===== src/rtl/cci_mpf_app_mux.sv =====
// cci_mpf_app_mux: N-way request mux with per-app FIFOs, round-robin issue and tag-routed responses.
module cci_mpf_app_mux #(
    parameter int NUM_APPS      = 4,
    parameter int REQ_W         = 64,
    parameter int RSP_W         = 512,
    parameter int MDATA_W       = 16,
    parameter int FIFO_DEPTH    = 8,
    parameter int ALMFULL_SLACK = 3,
    parameter int MAX_OUTST     = 64
) (
    input  logic                        clk,
    input  logic                        reset,
    input  logic [NUM_APPS-1:0]         app_req_valid,
    input  logic [NUM_APPS*REQ_W-1:0]   app_req_data,
    input  logic [NUM_APPS*MDATA_W-1:0] app_req_mdata,
    output logic [NUM_APPS-1:0]         app_almFull,
    output logic [NUM_APPS-1:0]         app_rsp_valid,
    output logic [RSP_W-1:0]            app_rsp_data,
    output logic [MDATA_W-1:0]          app_rsp_mdata,
    output logic [NUM_APPS-1:0]         app_notEmpty,
    output logic                        fiu_req_valid,
    output logic [REQ_W-1:0]            fiu_req_data,
    output logic [MDATA_W-1:0]          fiu_req_mdata,
    input  logic                        fiu_almFull,
    input  logic                        fiu_rsp_valid,
    input  logic [RSP_W-1:0]            fiu_rsp_data,
    input  logic [MDATA_W-1:0]          fiu_rsp_mdata,
    output logic                        tag_err
);
    localparam int TAG_W = $clog2(NUM_APPS);
    localparam int AW    = $clog2(FIFO_DEPTH);
    localparam int CW    = $clog2(FIFO_DEPTH + 1);
    localparam int OW    = $clog2(MAX_OUTST + 1);
    localparam int EW    = REQ_W + MDATA_W;

    logic [EW-1:0]       head [NUM_APPS];
    logic [NUM_APPS-1:0] elig, pop, rsp_hit;
    logic [TAG_W-1:0]    rr, gnt, rsp_tag;
    logic                gnt_vld, tag_ok;
    int                  idx;

    assign rsp_tag = fiu_rsp_mdata[MDATA_W-1 -: TAG_W];
    assign tag_ok  = int'(rsp_tag) < NUM_APPS;
    assign pop     = {NUM_APPS{gnt_vld}} & (NUM_APPS'(1) << gnt);
    assign rsp_hit = {NUM_APPS{fiu_rsp_valid && tag_ok}} & (NUM_APPS'(1) << rsp_tag);

    // Scan downward so the candidate closest to the pointer is the one left standing.
    always_comb begin
        gnt_vld = 1'b0;
        gnt     = '0;
        idx     = 0;
        for (int k = NUM_APPS - 1; k >= 0; k--) begin
            idx = int'(rr) + k;
            if (idx >= NUM_APPS) idx = idx - NUM_APPS;
            if (elig[idx] && !fiu_almFull) begin
                gnt_vld = 1'b1;
                gnt     = TAG_W'(idx);
            end
        end
    end

    for (genvar i = 0; i < NUM_APPS; i++) begin : g_app
        logic [EW-1:0] mem [FIFO_DEPTH];
        logic [AW-1:0] wp, rp;
        logic [CW-1:0] cnt, cnt_nxt;
        logic [OW-1:0] outst;
        logic          push, af;
        assign push            = app_req_valid[i] && cnt != CW'(FIFO_DEPTH);
        assign cnt_nxt         = cnt + CW'(push) - CW'(pop[i]);
        assign head[i]         = mem[rp];
        assign elig[i]         = cnt != '0 && outst != OW'(MAX_OUTST);
        assign app_notEmpty[i] = cnt != '0 || outst != '0;
        assign app_almFull[i]  = af;
        always_ff @(posedge clk) begin
            if (push) mem[wp] <= {app_req_data[i*REQ_W +: REQ_W], app_req_mdata[i*MDATA_W +: MDATA_W]};
            if (reset) begin
                wp    <= '0;
                rp    <= '0;
                cnt   <= '0;
                outst <= '0;
                af    <= 1'b0;
            end else begin
                assert (!(app_req_valid[i] && cnt == CW'(FIFO_DEPTH)))
                    else $error("app %0d request FIFO overflow, entry dropped", i);
                assert (!(rsp_hit[i] && outst == '0))
                    else $error("app %0d response with no outstanding request", i);
                if (push) wp <= wp + AW'(1);
                if (pop[i]) rp <= rp + AW'(1);
                cnt <= cnt_nxt;
                af  <= cnt_nxt >= CW'(FIFO_DEPTH - ALMFULL_SLACK);
                if (pop[i] && !rsp_hit[i]) outst <= outst + OW'(1);
                else if (rsp_hit[i] && !pop[i] && outst != '0) outst <= outst - OW'(1);
            end
        end
    end

    always_ff @(posedge clk) begin
        if (reset) begin
            rr            <= '0;
            fiu_req_valid <= 1'b0;
            fiu_req_data  <= '0;
            fiu_req_mdata <= '0;
            app_rsp_valid <= '0;
            app_rsp_data  <= '0;
            app_rsp_mdata <= '0;
            tag_err       <= 1'b0;
        end else begin
            fiu_req_valid <= gnt_vld;
            if (gnt_vld) begin
                rr            <= (int'(gnt) == NUM_APPS - 1) ? '0 : gnt + TAG_W'(1);
                fiu_req_data  <= head[gnt][EW-1 -: REQ_W];
                fiu_req_mdata <= {gnt, head[gnt][MDATA_W-TAG_W-1:0]};
            end
            app_rsp_valid <= rsp_hit;
            app_rsp_data  <= fiu_rsp_data;
            app_rsp_mdata <= {TAG_W'(0), fiu_rsp_mdata[MDATA_W-TAG_W-1:0]};
            tag_err       <= tag_err || (fiu_rsp_valid && !tag_ok);
        end
    end
endmodule


===== config.mk =====
export PLATFORM = sky130hd
export DESIGN_NAME = cci_mpf_app_mux
export DESIGN_NICKNAME = d
export VERILOG_FILES = /design/src/rtl/cci_mpf_app_mux.sv
export SDC_FILE = /design/constraint.sdc
export NUM_CORES = 2
export LEC_CHECK = 0
export CAP_MARGIN = 10
export CORE_AREA = 2 2 577 579
export CTS_CLUSTER_SIZE = 8
export DETAILED_ROUTE_END_ITERATION = 7
export DIE_AREA = 0 0 579 581
export MAX_ROUTING_LAYER = met4
export PLACE_DENSITY = 0.51
export SYNTH_ARGS = -nofsm -noshare
export SYNTH_HDL_FRONTEND = slang
export SYNTH_SLANG_ARGS = --single-unit

===== constraint.sdc =====
create_clock -name clk -period 13.3 [get_ports clk]
set_input_delay 1.995 -clock clk [delete_from_list [all_inputs] [get_ports clk]]
set_output_delay 1.995 -clock clk [all_outputs]
set_load 0.1 [all_outputs]

-- Yosys cells after proc, flatten, opt, wreduce, memory -nomap -nowiden
Memories as Yosys holds them, arrays and structs flattened. A register that Yosys moved wholly into a read port is not among the register bits.
Index checks and enable logic that the tools add are counted.
- bits in registers: 687
- memory bits (writable): 2560
- input bits: 856
- word-level logic and storage cells: 192
- memories kept: 4
- memory list (name ; words ; bits a word ; rd ports ; clocked after Yosys merged registers in ; write ports ; line ; RTL):
    g_app[0].mem ; 8 ; 80 ; 1 ; 1 ; 1 ; 63 ; logic [EW-1:0] mem [FIFO_DEPTH];
    g_app[1].mem ; 8 ; 80 ; 1 ; 1 ; 1 ; 63 ;
    g_app[2].mem ; 8 ; 80 ; 1 ; 1 ; 1 ; 63 ;
    g_app[3].mem ; 8 ; 80 ; 1 ; 1 ; 1 ; 63 ;
- add/subtract/negate cells: 32
- $lt $le $gt $ge: 13
- equal/unequal tests: 9
- shift operators: 2
- mux-type cells: 52
- bitwise operators: 3
- reduce and logical (&&, ||, !) cells: 49
- operator list (cell ; count):
    80-bit binary-select mux with 2-bit select ; 1
    80-bit 2-to-1 mux ; 2
    32-bit by 4-bit less-than comparator with 1-bit output, second input constant ; 4
    32-bit 2-to-1 mux ; 4
    7-bit 2-to-1 mux ; 8
    7-bit by 1-bit adder with 7-bit output, second input constant ; 4
    7-bit inequality test, second input constant ; 4
    7-bit nonzero test ; 4
    7-bit by 1-bit subtractor with 7-bit output, second input constant ; 4
    3-bit by 1-bit adder with 3-bit output, second input constant ; 8
    1-bit logical AND ; 24
    3-bit 2-to-1 mux ; 8
    1-bit 2-to-1 mux ; 20
    4-bit by 1-bit adder with 4-bit output ; 4
    4-bit by 3-bit greater-or-equal comparator with 1-bit output, second input constant ; 4
    4-bit inequality test, second input constant ; 4
    4-bit nonzero test ; 4
    4-bit by 1-bit subtractor with 4-bit output ; 4
    3-bit greater-or-equal comparator, second input constant ; 4
    3-bit by 3-bit subtractor with 4-bit output, second input constant ; 3
    2-bit 2-to-1 mux ; 5
    1-bit zero test ; 9
    4-bit AND ; 2
    1-bit binary-select mux with 2-bit select ; 4
    10 further kinds ; 18

-- Depth between registers and ports, before layout
- word-level depth: 18
- depth in mapped cells: 25
- mapped depth without buffers: 22

-- Least setup slack after synthesis
No wires, ideal clock.
- path kind: input to register
- start point: input app_req_valid[1]
- end point: memory g_app[1].mem[0][0] (netlist bit), enable pin
- setup time: 0.706 ns
- arrival time: 9.480 ns
- setup slack: 3.114 ns
- stages on the path: 2
- cell sequence: nand2_1 nor4_1
- longest elaborated chain between the ends: 3
- ends and longest elaborated chain (what ; line ; RTL):
    start, declared ; 13 ; input logic [NUM_APPS-1:0] app_req_valid,
    1-bit logical AND ; 68 ; assign push = app_req_valid[i] && cnt != CW'(FIFO_DEPTH);
    1-bit 2-to-1 mux ; 75 ; if (push) mem[wp] <= {app_req_data[i*REQ_W +: REQ_W], app_req_mdata[i*MDATA_W +: MDATA_W]};
    1-bit 2-to-1 mux (implied by the code) ; 75 ;
    end, declared ; 63 ;
No other way between the ends.

-- Final worst setup path
- start point: input fiu_almFull
- end point: register g_app[2].outst[6]
- longest elaborated chain between the ends: 12
- elaborated cells between the ends (all ways): 21
- those cells by class: shift: 1; mux: 9; bitwise: 1; reduce/logical: 10
- ends and longest elaborated chain (what ; line ; RTL):
    start, declared ; 24 ; input logic fiu_almFull,
    1-bit zero test * ; 55 ; if (elig[idx] && !fiu_almFull) begin
    1-bit logical AND ; 55 ;
    2-bit 2-to-1 mux (3 in series) ; 55 ;
    2-bit 2-to-1 mux * ; 55 ;
    via gnt[0] ; 38 ; logic [TAG_W-1:0] rr, gnt, rsp_tag;
    1-bit by 2-bit left shift with 4-bit output * ; 44 ; assign pop = {NUM_APPS{gnt_vld}} & (NUM_APPS'(1) << gnt);
    4-bit AND * ; 44 ;
    via pop[2] ; 37 ; logic [NUM_APPS-1:0] elig, pop, rsp_hit;
    1-bit zero test ; 92 ; else if (rsp_hit[i] && !pop[i] && outst != '0) outst <= outst - OW'(1);
    1-bit logical AND (2 in series) ; 92 ;
    2-bit nonzero test (no source line) ; - ;
    end signal, assigned ; 91 ; if (pop[i] && !rsp_hit[i]) outst <= outst + OW'(1);
    end signal, assigned ; 92 ;
    end, declared ; 66 ; logic [OW-1:0] outst;
Mark *: on every way through the listed nets, which the timed path passes. The rest lies on a longest branch.
A chain may end at the register's enable or synchronous reset.

==> flow_summary.html <==
<table>
<tr><th>Metric</th><th>Value</th></tr>
<tr><th colspan="2">Status</th></tr>
<tr><td>Status</td><td>finished, violations left</td></tr>
<tr><td>Failing checks</td><td>capacitance limit, slew limit</td></tr>
<tr><th colspan="2">Clock network</th></tr>
<tr><td>CTS buffer count</td><td>~440</td></tr>
<tr><td>Post-CTS setup buffer count</td><td>0</td></tr>
<tr><td>Clock buffer depth</td><td>4</td></tr>
<tr><td>Hold Buf Count CTS</td><td>0</td></tr>
<tr><td>Max H-tree Level</td><td>5</td></tr>
<tr><td>Clock-pin slew on the worst setup and hold paths</td><td>0.06 ns</td></tr>
<tr><td>Resized cells post-CTS</td><td>0</td></tr>
<tr><td>CTS tree</td><td>done</td></tr>
<tr><td>Total number of clock tree sinks</td><td>3,193</td></tr>
<tr><td>Clock network latency to the later pin of the worst-skew pair</td><td>0.97 ns</td></tr>
<tr><td>Buffer type at the clock tree root</td><td>clkbuf_16</td></tr>
<tr><th colspan="2">Finish</th></tr>
<tr><td>Final cell area excluding filler cells</td><td>151,000 sq um</td></tr>
<tr><td>Nets@finish</td><td>8,471</td></tr>
<tr><td>P&amp;R area growth vs syn</td><td>29.2%</td></tr>
<tr><td>Fraction of final layout cells sized beyond drive strength 1</td><td>18.5%</td></tr>
<tr><th colspan="2">STA</th></tr>
<tr><td>Period Utilization, post-route</td><td>about 53%</td></tr>
<tr><td>RSZ-0062 raised after global routing</td><td>false</td></tr>
<tr><td>Achievable frequency</td><td>0.142 GHz</td></tr>
<tr><td>Actual slew at the worst max-slew pin</td><td>about 1.7 ns</td></tr>
<tr><td>Skew final</td><td>between 0.05 and 0.06 ns</td></tr>
<tr><td>Post-route minimum period</td><td>7.04 ns</td></tr>
<tr><td>Sum of negative setup slack</td><td>0 ns</td></tr>
<tr><td>Slew Viols, Final</td><td>15</td></tr>
<tr><td>Count of final hold-check violations</td><td>0</td></tr>
<tr><td>Relative max-transition margin</td><td>-12.7%</td></tr>
<tr><td>Setup violators final</td><td>0</td></tr>
<tr><th colspan="2">Route</th></tr>
<tr><td>First DRT Iteration DRCs</td><td>6,604</td></tr>
<tr><td>Total wirelength of the detailed-routed design</td><td>between 500,000 and 600,000 um</td></tr>
<tr><td>Initial DRT Pass Iterations</td><td>6</td></tr>
<tr><td>Post-route ant nets</td><td>0</td></tr>
<tr><td>Mean routed wirelength per cell</td><td>between 40 and 50 um</td></tr>
<tr><td>Via count</td><td>66,100</td></tr>
<tr><td>Detailed-route DRC error count</td><td>0</td></tr>
<tr><td>Post-DR vias/cell</td><td>around 5.2</td></tr>
<tr><th colspan="2">Flow run</th></tr>
<tr><td># Max-Cap Violations</td><td>2</td></tr>
<tr><th colspan="2">Die</th></tr>
<tr><td>Core outline area</td><td>about 330,000 sq um</td></tr>
<tr><td>I/O pin count</td><td>1,478</td></tr>
<tr><td>FP Rows</td><td>211</td></tr>
<tr><td>Width of the die</td><td>a little under 600 um</td></tr>
<tr><td>Vertical extent of the die</td><td>around 580 um</td></tr>
<tr><td>Area of the die</td><td>roughly 340,000 sq um</td></tr>
<tr><td>Starting Density</td><td>35.4%</td></tr>
<tr><th colspan="2">Critical path</th></tr>
<tr><td>Worst R2R End</td><td>g_app[2].outst[6]$_SDFFE_PP0P_</td></tr>
<tr><td>Worst Setup Start Kind</td><td>primary input</td></tr>
<tr><td>Cell breakdown of the critical path</td><td>clkdlybuf4s50_1, inv_1, nand2_1, o32a_1, a2bb2oi_2, or3_4, buf_4, nand2_2, inv_8, ha_1, o21ai_1, inv_1, nand2_1, fa_1, a21o_1, a21oi_1, o21bai_1, a21oi_1, nand4_1, a21o_1, a21oi_1</td></tr>
<tr><td>Top fanout value on the critical path</td><td>81</td></tr>
<tr><td>Slowest cell on the critical path</td><td>buf_4</td></tr>
<tr><td>Worst Reg2Reg Path Length in Cells</td><td>20</td></tr>
<tr><td>Critical path class</td><td>in2reg</td></tr>
<tr><td>Worst EP required</td><td>between 10 and 15 ns</td></tr>
<tr><td>Kind of cell adding the most delay to the critical path</td><td>buffers and inverters</td></tr>
<tr><td>Setup slack on the worst flop-to-flop path</td><td>6.77 ns</td></tr>
<tr><td>Most Frequent Cell on Critical Path</td><td>a21oi_1</td></tr>
<tr><td>Crit path largest cell delay</td><td>0.68 ns</td></tr>
<tr><td>Type of element capturing the critical path</td><td>flop</td></tr>
<tr><td>Critical path arrival</td><td>7.89 ns</td></tr>
<tr><td>Source of the worst register-to-register timing path</td><td>g_app[2].outst[0]$_SDFFE_PP0P_</td></tr>
<tr><td>Number of buffers and inverters on the critical path</td><td>5</td></tr>
<tr><th colspan="2">Power</th></tr>
<tr><td>Sequential Power Share</td><td>~40%</td></tr>
<tr><td>Leakage power figure</td><td>~49 nW</td></tr>
<tr><td>Fraction of power consumed by combinational cells</td><td>24.8%</td></tr>
<tr><td>Clk network pwr share</td><td>35.3%</td></tr>
<tr><td>Internal power</td><td>20.3 mW</td></tr>
<tr><td>Power density over cell area</td><td>197 nW/um^2</td></tr>
<tr><td>Switching power share of the total</td><td>31.9%</td></tr>
<tr><td>Worst IR Drop VDD</td><td>~250 uV</td></tr>
<tr><td>Switch Pwr</td><td>approximately 9.5 mW</td></tr>
<tr><th colspan="2">Yosys</th></tr>
<tr><td>Sequential-to-total area share from yosys stat</td><td>76.1%</td></tr>
<tr><td>Distinct cells, synth</td><td>slightly above 60</td></tr>
<tr><td>Fraction of registers with async set/reset</td><td>0%</td></tr>
<tr><td>Dominant register cell in the synthesized netlist</td><td>edfxtp_1</td></tr>
<tr><td>Synthesized flop and latch total</td><td>3,193</td></tr>
<tr><td>Average size of a mapped cell</td><td>20.1 sq um</td></tr>
<tr><td>Count of mapped cells out of synthesis</td><td>roughly 5,800</td></tr>
<tr><td>Synth Cell Area</td><td>between 100,000 and 150,000 sq um</td></tr>
<tr><td>Number of warnings issued by yosys</td><td>0</td></tr>
<tr><td>Post-synth EDFFs</td><td>2,496</td></tr>
<tr><th colspan="2">Placed design</th></tr>
<tr><td>Final GP Congestion</td><td>1.08</td></tr>
<tr><td>Placed wire-length estimate</td><td>384,000 um</td></tr>
<tr><td>Port Buf Inserts</td><td>1,466</td></tr>
<tr><td>Placed cell areas</td><td>about 140,000 sq um</td></tr>
<tr><th colspan="2">Global routing</th></tr>
<tr><td>Total global routing overflow</td><td>0</td></tr>
<tr><td>Overall routing resource usage</td><td>a little over 30%</td></tr>
<tr><td>Via count of the first global-routing pass</td><td>~65,000</td></tr>
<tr><td>Pin count of the biggest net entering global routing</td><td>between 100 and 150</td></tr>
<tr><td>Number of antenna violations at the first check in global routing</td><td>449</td></tr>
<tr><td>Global-route wire length before repair</td><td>between 600,000 and 700,000 um</td></tr>
<tr><th colspan="2">Worst hold path</th></tr>
<tr><td>Hold-critical path depth</td><td>2</td></tr>
<tr><td>Class of the tightest hold or removal check</td><td>reg2reg</td></tr>
<tr><td>Startpoint of the worst hold path</td><td>fiu_req_mdata[14]$_SDFFE_PP0P_</td></tr>
<tr><td>Capture endpoint of the worst hold path</td><td>fiu_req_mdata[14]$_SDFFE_PP0P_</td></tr>
</table>
[layout make-up]
cell class	count	area, sq um
fillers	28600	179000
repair buffers	1615	15600
inverters	46	180
diodes	534	1340
multi-input cells	2255	26600
clock buffers	717	12200
flip-flops and latches	3193	89000
well taps	4366	5460
clock inverters	28	512
[placed cells by master (no fill, tap or decap), types with 245 or more instances in the layout]
master,n
buf_4,245
clkbuf_1,266
clkbuf_16,446
clkdlybuf4s50_1,1348
dfxtp_1,685
diode_2,534
edfxtp_1,2496
mux2i_1,331
mux4_2,624
nor2b_1,610
[flip-flops by register name, summed over array words and instances (netlist names), named ones only]
| signal | count |
|---|---|
| rr | 2 |
| g_app.mem | 2496 |
| app_rsp_data | 512 |
| app_rsp_mdata | 14 |
| g_app.wp | 12 |
| app_rsp_valid | 4 |
| g_app.cnt | 16 |
| fiu_req_valid | 1 |
| g_app.af | 4 |
| g_app.rp | 12 |
| fiu_req_mdata | 16 |
| g_app.outst | 28 |
| fiu_req_data | 64 |
[per-stage QoR]
step / setup WS (ns) / hold slack (ns) / power [mW] / util [%] / std cells
2_1_floorplan: 3.11 / 0.454 / 16.7 / - / 5815
3_3_place_gp: 5.29 / 0.464 / 19.5 / 41.5 / 11500
3_5_place_dp: 5.27 / 0.467 / 19.6 / 41.5 / 11500
4_1_cts: 6.26 / 0.480 / 30.1 / 45.4 / 12200
5_1_grt: 5.85 / 0.504 / 30.8 / 45.7 / 12700
6_report: 6.26 / 0.478 / 29.8 / 45.8 / 12800
[worst min-delay path, delay by kind of cell (launching register included)]
kind               cells  cell delay [ns]
and+or+nand+nor        1             0.06
DFF                    1             0.32
AOI/OAI and AO/OA      1             0.05
[worst max path at each step]
| stage | startpoint | endpoint | slack (ns) | depth (start not counted) |
|---|---|---|---|---|
| floorplan | app_req_valid[1] | g_app[1].mem[0][0]$_DFFE_PP_ | 3.11 | 2 |
| global placement | fiu_almFull | g_app[2].outst[6]$_SDFFE_PP0P_ | 5.29 | 21 |
| CTS | fiu_almFull | g_app[2].outst[6]$_SDFFE_PP0P_ | 6.26 | 21 |
| detailed placement | fiu_almFull | g_app[2].outst[6]$_SDFFE_PP0P_ | 5.27 | 21 |
| global route | fiu_almFull | g_app[2].outst[6]$_SDFFE_PP0P_ | 5.85 | 21 |
| finish | fiu_almFull | g_app[2].outst[6]$_SDFFE_PP0P_ | 6.26 | 21 |
[cell usage after synthesis, types with 12 or more instances]
library cell  count  area share (%)
mux2i_1         331             2.8
ha_1             55            0.59
nand2_1          60            0.19
xnor2_1          21            0.16
mux4_2          624              12
a221oi_2         20            0.26
buf_1            55            0.18
edfxtp_1       2496              64
a21oi_1          36            0.15
a221oi_1         58            0.44
o21ai_0          15           0.064
nand3_1          12           0.051
xor2_1           20            0.15
clkbuf_1        229            0.74
a21o_1           22            0.14
a211oi_1         85            0.55
buf_2            21           0.090
nor2_1          101            0.32
a221o_1          78            0.67
dfxtp_1         697              12
nor2b_1         611             3.3
inv_1            44            0.14
[metal layers]
metal,share of wire (%),global-route usage (%)
met1,40,38.9
met5,0,-
met2,47,47.8
met4,4.9,13.6
met3,7.5,7.04
[power by group through the flow]
| stage | Sequential, mW | Clock, mW | Combinational (mW) |
|---|---|---|---|
| 5_1_grt | 11.9 | 11.1 | 7.78 |
| 3_3_place_gp | 12.1 | 0 | 7.48 |
| 4_1_cts | 11.9 | 10.7 | 7.53 |
| 2_1_floorplan | 13.1 | 0 | 3.66 |
| 6_report | 11.9 | 10.5 | 7.38 |
| 3_5_place_dp | 12.1 | 0 | 7.51 |
[cells by family after synthesis]
family / Yosys count / synth area share [%]
AOI/OAI and AO/OA: 342 / 2.45
xor gates and xnor gates: 41 / 0.308
adders and majority gates: 63 / 0.727
buffers and inverters: 367 / 1.27
DFF: 3193 / 76.1
muxes: 955 / 14.9
other: 1 / 0.00321
and+or+nand+nor: 851 / 4.23
Power figures use the tool's default switching activity.
